### config.mk
export PLATFORM = sky130hd
export DESIGN_NAME = mips_multicycle_ctrl
export DESIGN_NICKNAME = d
export VERILOG_FILES = /design/src/rtl/mips_multicycle_ctrl.sv
export SDC_FILE = /design/constraint.sdc
export NUM_CORES = 1
export LEC_CHECK = 0
export ABC_AREA = 0
export CORE_UTILIZATION = 41
export CTS_BUF_LIST = sky130_fd_sc_hd__clkbuf_8
export CTS_CLUSTER_SIZE = 20
export DETAILED_ROUTE_END_ITERATION = 12
export PLACE_DENSITY = 0.78
export SKIP_CTS_REPAIR_TIMING = 1
export SYNTH_ARGS = -nofsm -noshare
export SYNTH_HDL_FRONTEND = slang
export SYNTH_SLANG_ARGS = --single-unit
### constraint.sdc
create_clock -name clk -period 1.8 [get_ports clk]
set_clock_uncertainty 0.15 [all_clocks]
set_input_delay 0.18 -clock clk [delete_from_list [all_inputs] [get_ports clk]]
set_output_delay 0.18 -clock clk [all_outputs]
set_load 0.005 [all_outputs]
### src/rtl/mips_multicycle_ctrl.sv
// Main control FSM for the multi-cycle MIPS datapath: sequences fetch, decode, execute,
// memory and writeback, and drives every datapath select and write enable.
module mips_multicycle_ctrl #(
    parameter logic [5:0] OPC_RTYPE = 6'b000000,
    parameter logic [5:0] OPC_LW    = 6'b100011,
    parameter logic [5:0] OPC_SW    = 6'b101011,
    parameter logic [5:0] OPC_BEQ   = 6'b000100,
    parameter logic [5:0] OPC_J     = 6'b000010,
    parameter logic [5:0] OPC_ADDI  = 6'b001000
) (
    input  logic       clk,
    input  logic       reset,
    input  logic [5:0] opcode,
    input  logic       zero,
    input  logic       mem_ready,
    output logic       pc_en,
    output logic       pc_write_cond,
    output logic       i_or_d,
    output logic       mem_read,
    output logic       mem_write,
    output logic       ir_write,
    output logic       mem_to_reg,
    output logic       reg_dst,
    output logic       reg_write,
    output logic       alu_src_a,
    output logic [1:0] alu_src_b,
    output logic [1:0] alu_op,
    output logic [1:0] pc_source,
    output logic       illegal_op,
    output logic [3:0] state_o
);

    typedef enum logic [3:0] {
        StFetch   = 4'd0,
        StDecode  = 4'd1,
        StMemAddr = 4'd2,
        StMemRd   = 4'd3,
        StMemWb   = 4'd4,
        StMemWr   = 4'd5,
        StExec    = 4'd6,
        StRWb     = 4'd7,
        StBranch  = 4'd8,
        StJump    = 4'd9,
        StAddiEx  = 4'd10,
        StAddiWb  = 4'd11
    } state_e;

    state_e state_q, state_d;
    logic   pc_write;

    always_ff @(posedge clk) begin
        if (reset) begin
            state_q <= StFetch;
        end else begin
            state_q <= state_d;
        end
    end

    always_comb begin
        state_d = StFetch;
        case (state_q)
            StFetch:   state_d = mem_ready ? StDecode : StFetch;
            StDecode: begin
                case (opcode)
                    OPC_LW, OPC_SW: state_d = StMemAddr;
                    OPC_RTYPE:      state_d = StExec;
                    OPC_BEQ:        state_d = StBranch;
                    OPC_J:          state_d = StJump;
                    OPC_ADDI:       state_d = StAddiEx;
                    default:        state_d = StFetch;
                endcase
            end
            // IR holds the opcode, so it still distinguishes LW from SW here.
            StMemAddr: state_d = (opcode == OPC_SW) ? StMemWr : StMemRd;
            StMemRd:   state_d = mem_ready ? StMemWb : StMemRd;
            StMemWr:   state_d = mem_ready ? StFetch : StMemWr;
            StExec:    state_d = StRWb;
            StAddiEx:  state_d = StAddiWb;
            default:   state_d = StFetch;
        endcase
    end

    always_comb begin
        pc_write      = 1'b0;
        pc_write_cond = 1'b0;
        i_or_d        = 1'b0;
        mem_read      = 1'b0;
        mem_write     = 1'b0;
        ir_write      = 1'b0;
        mem_to_reg    = 1'b0;
        reg_dst       = 1'b0;
        reg_write     = 1'b0;
        alu_src_a     = 1'b0;
        alu_src_b     = 2'b00;
        alu_op        = 2'b00;
        pc_source     = 2'b00;
        illegal_op    = 1'b0;
        // Reset overrides everything combinationally so strobes drop mid-instruction.
        if (!reset) begin
            case (state_q)
                StFetch: begin
                    mem_read  = 1'b1;
                    alu_src_b = 2'b01;
                    ir_write  = mem_ready;
                    pc_write  = mem_ready;
                end
                StDecode: begin
                    alu_src_b  = 2'b11;
                    illegal_op = !(opcode inside {OPC_RTYPE, OPC_LW, OPC_SW, OPC_BEQ, OPC_J,
                                                  OPC_ADDI});
                end
                StMemAddr, StAddiEx: begin
                    alu_src_a = 1'b1;
                    alu_src_b = 2'b10;
                end
                StMemRd: begin
                    mem_read = 1'b1;
                    i_or_d   = 1'b1;
                end
                StMemWb: begin
                    reg_write  = 1'b1;
                    mem_to_reg = 1'b1;
                end
                StMemWr: begin
                    mem_write = 1'b1;
                    i_or_d    = 1'b1;
                end
                StExec: begin
                    alu_src_a = 1'b1;
                    alu_op    = 2'b10;
                end
                StRWb: begin
                    reg_write = 1'b1;
                    reg_dst   = 1'b1;
                end
                StBranch: begin
                    alu_src_a     = 1'b1;
                    alu_op        = 2'b01;
                    pc_source     = 2'b01;
                    pc_write_cond = 1'b1;
                end
                StJump: begin
                    pc_source = 2'b10;
                    pc_write  = 1'b1;
                end
                StAddiWb:  reg_write = 1'b1;
                default: ;
            endcase
        end
    end

    assign pc_en   = pc_write | (pc_write_cond & zero);
    assign state_o = reset ? 4'd0 : state_q;

endmodule

==> metrics.cfg, run 1 <==
[synthesis]
avgSynthCellArea_um2=7.15
synth_cells=87
yosysTopAreaCell=dfxtp_1
synth_top_family_by_area=simple AND/OR/NAND/NOR gates
yosys.cell_types.count=35
synth_area_leaders=dfxtp_1, nand2b_1, nor2_1
ys_seq_elements=4
syn-num-nets=97
synth_xor_area_share_pct=2.82
ys_warn_count=0
synth-compound-area-share_pct=20.9
synth_most_common_cell=nor2_1
synth_edf_count=0
synth_flop_cell=dfxtp_1
muxShareOfSynthArea_pct=0
synth_top_cells_by_count=nor2_1, a21oi_1, nand2b_1, nor3_1
synthAdderAreaFrac_pct=0
synth_top_area_share_pct=12.9
postSynth.asyncResetShare_pct=0
synth_seq_area_share_pct=12.9
synth_area_um2=622
yosys.area_share.simple_pct=56.9

[clocking]
clock_sinks=4
cts_inserted_buffers=3
htreeDepth=1
ctsLongestPathBuffers=2
root_buffer=clkbuf_8

[floorplan]
io_pins=31
num_rows=13
die_x_um=40.9
start_util_pct=46.1
die_h_um=40.9

[placement]
gp_congestion=0.760
port_buffers=30
dp_hpwl_mm=1.59

[timing]
grt_worst_setup_endpoint=illegal_op
worst-ep-kind=output port

[global_routing]
grt_max_degree=12
antenna_found_initial=0

[run_status]
status=did not finish
stop_error=[ERROR DPL-0033] detailed placement checks failed during check placement.
stop_stage=global routing (5_1_grt)

## logic make-up after synthesis
logic type      Yosys count
simple gates             53
flops                     4
compound gates           20
buf+inv                   8
xor+xnor                  2
## through the flow
stage | cells | area (µm²) | setup WS (ns) | utilization [%] | hold WS, ns
global placement | 152 | 1110 | -0.409 | 82.3 | 0.447
CTS | 155 | 1150 | -0.441 | 85.4 | 0.470
floorplan | 87 | 622 | 0.330 | - | 0.248
detailed placement | 152 | 1110 | -0.443 | 82.3 | 0.461
==> inputs of run 2 (changes only) <==
--- a/config.mk
+++ b/config.mk
@@ -6,11 +6,10 @@
 export NUM_CORES = 1
 export LEC_CHECK = 0
 export ABC_AREA = 0
-export CORE_UTILIZATION = 41
-export CTS_BUF_LIST = sky130_fd_sc_hd__clkbuf_8
-export CTS_CLUSTER_SIZE = 20
+export CORE_AREA = 2 2 63 65
 export DETAILED_ROUTE_END_ITERATION = 12
-export PLACE_DENSITY = 0.78
+export DIE_AREA = 0 0 65 67
+export PLACE_DENSITY_LB_ADDON = 0.15
 export SKIP_CTS_REPAIR_TIMING = 1
 export SYNTH_ARGS = -nofsm -noshare
 export SYNTH_HDL_FRONTEND = slang
==> run 2 against run 1 <==
- the flow now finishes, with violations (setup timing)
- synthesized cell count unchanged
- synthesized area unchanged
==> metrics.cfg, run 2 <==
[synthesis]
postSynth.asyncResetShare_pct=0  ; unchanged
avgSynthCellArea_um2=7.15  ; unchanged
synth_most_common_cell=nor2_1
ys_seq_elements=4  ; unchanged
synth_area_um2=622  ; unchanged
yosys.cell_types.count=35  ; unchanged
ys_warn_count=0  ; unchanged
synth_top_cells_by_count=nor2_1, a21oi_1, nand2b_1, nor3_1
synth_area_leaders=dfxtp_1, nand2b_1, nor2_1
syn-num-nets=97  ; unchanged
yosysTopAreaCell=dfxtp_1
synth_seq_area_share_pct=12.9  ; unchanged
synth_cells=87  ; unchanged
synth_edf_count=0  ; unchanged
synth_top_area_share_pct=12.9  ; unchanged
synth_flop_cell=dfxtp_1

[timing]
finalHoldViolCount=0
rsz0062_at_grt=true
slew-limit-headroom_pct=80.6
post-route-period-util_pct=111
drv_slew=0
finalWorstSetupSlack_ns=-0.199
worst_pin_slew_ns=0.289
clock.fmax_ghz=0.500
setup_viol=3
period_needed_ns=2.00

[drt]
firstDrtPassIters=4
wl_met3_um=130
initialDrtViolationCount=24
wl_mm=2.29
routed.top_layer=met4
wl_met1_mm=1.01
vias=853
ant_nets=0
avgViaCountPerCell=4.40
drt-wirelength-per-cell_um=11.8
drc=0
wl_met2_mm=1.10

[global_routing]
antenna_found_initial=0
grt_pass1_vias=855
track_usage_pct=10.9
grt_pass1_wl_mm=3.66
grt_max_degree=13
grt-ovfl-total=0

[run_status]
violations=setup timing
status=finished, violations left

[setup_path]
critPathLaunchType=register
crit_path_end_kind=output port
crit_arrival_ns=1.67
required_ns=1.47
crit_fanout=3
path_class=register to output port

[clocking]
ctsLongestPathBuffers=2  ; unchanged
root_buffer=clkbuf_8
clk_latency_ns=0.22
clk_pin_slew_ns=0.03
htreeDepth=1  ; unchanged
cts_inserted_buffers=3  ; unchanged
clock_sinks=4  ; unchanged
cts_tree=yes

[pwr]
max-vdd-ir-drop_uv=150
p_leak_nw=0.759
power_density_nw_per_um2=316
total_power_mw=0.424

[floorplan]
fp.coreArea_um2=3610
start_util_pct=17.2  ; -29 points
die_h_um=67  ; +64%
die_area_um2=4360
num_rows=22  ; +9
io_pins=31  ; unchanged
die_x_um=65  ; +59%

[finish]
layout_common_cells=buf_4, dlymetal6s2s_1, clkdlybuf4s50_1
drive_gt1_share_pct=39.0
layout_commonest_cell=buf_4
final_cell_area_um2=1340
final_nets=158
insertedDiodeCount=0
reg_top3=state_q (4)
syn_to_final_growth_pct=115
fin_cells=194
largest_register_ffs=4
top_register=state_q
fill_cells=395
utilization_pct=37.2

[placement]
port_buffers=30  ; unchanged
place_area_um2=1180  ; +6.4%
gp_congestion=0.697  ; -8.3%
dp_hpwl_mm=1.84  ; +15%
dp_cells=189  ; +24%

[job]
maxCapViolCount=0

[hold_path]
hold_path_class=input pin to register

==> run 2: cell counts after synthesis <==
Identical to the previous run, type by type.
==> run 2: cell type report <==
| class | instances | area [µm²] | share of cell area, % |
|---|---|---|---|
| tap | 48 | 60.1 | 4.48 |
| sequential | 4 | 88.8 | 6.63 |
| timing repair buffer | 64 | 606 | 45.2 |
| multi-input combinational | 75 | 544 | 40.6 |
| clock buffer | 3 | 41.3 | 3.08 |
==> run 2: worst paths after layout <==
path / start / cells after the start / endpoint / slack (ns)
worst max-delay path: state_q[2]$_SDFF_PP0_ / 5 / alu_op[0] / -0.20
worst min-delay path: reset / 4 / state_q[0]$_SDFF_PP0_ / 0.37
worst max register to register: state_q[0]$_SDFF_PP0_ / 6 / state_q[2]$_SDFF_PP0_ / 0.23
worst min register to register: state_q[1]$_SDFF_PP0_ / 2 / state_q[1]$_SDFF_PP0_ / 0.47
==> run 2: stage by stage <==
stage / hold slack (ns) / TNS [ns] / setup slack, ns
final: 0.368 / -0.281 / -0.199
after global routing: 0.425 / -0.627 / -0.257
after global placement: 0.494 / -4.42 / -0.436
after detailed placement: 0.503 / -4.50 / -0.419
after CTS: 0.509 / -6.12 / -0.454
after floorplan: 0.248 / 0 / 0.330
==> run 2: cells by family (layout without fill, tap and decap cells) <==
logic type / Yosys count / after routing / share of synthesized area [%]
flip-flops: 4 / 4 / 12.9
AO/OA/AOI/OAI: 20 / 20 / 20.9
buffers and inverters: 8 / 67 / 6.44
AND/OR/NAND/NOR: 53 / 53 / 56.9
XOR/XNOR: 2 / 2 / 2.82
==> run 2: report_power, final <==
group          switching [mW]  internal [mW]
clock                  0.0473          0.143
combinational          0.0586         0.0824
sequential            0.00352         0.0895
==> run 2: per-layer routing <==
| metal | global-route usage, % | vias to the layer above |
|---|---|---|
| met2 | 19.3 | 30 |
| met5 | 0 | - |
| met1 | 12.2 | 377 |
| met3 | 2.20 | 6 |
| li1 | - | 440 |
| met4 | 6.12 | 0 |
==> run 2: worst max-delay path, cell delays in order, from the launching register on <==
cell and delay (ns):
dfxtp_2 0.33, buf_4 0.13, nand2b_4 0.14, nor4_2 0.21, buf_4 0.16, clkdlybuf4s50_1 0.48
Power figures use the tool's default switching activity.
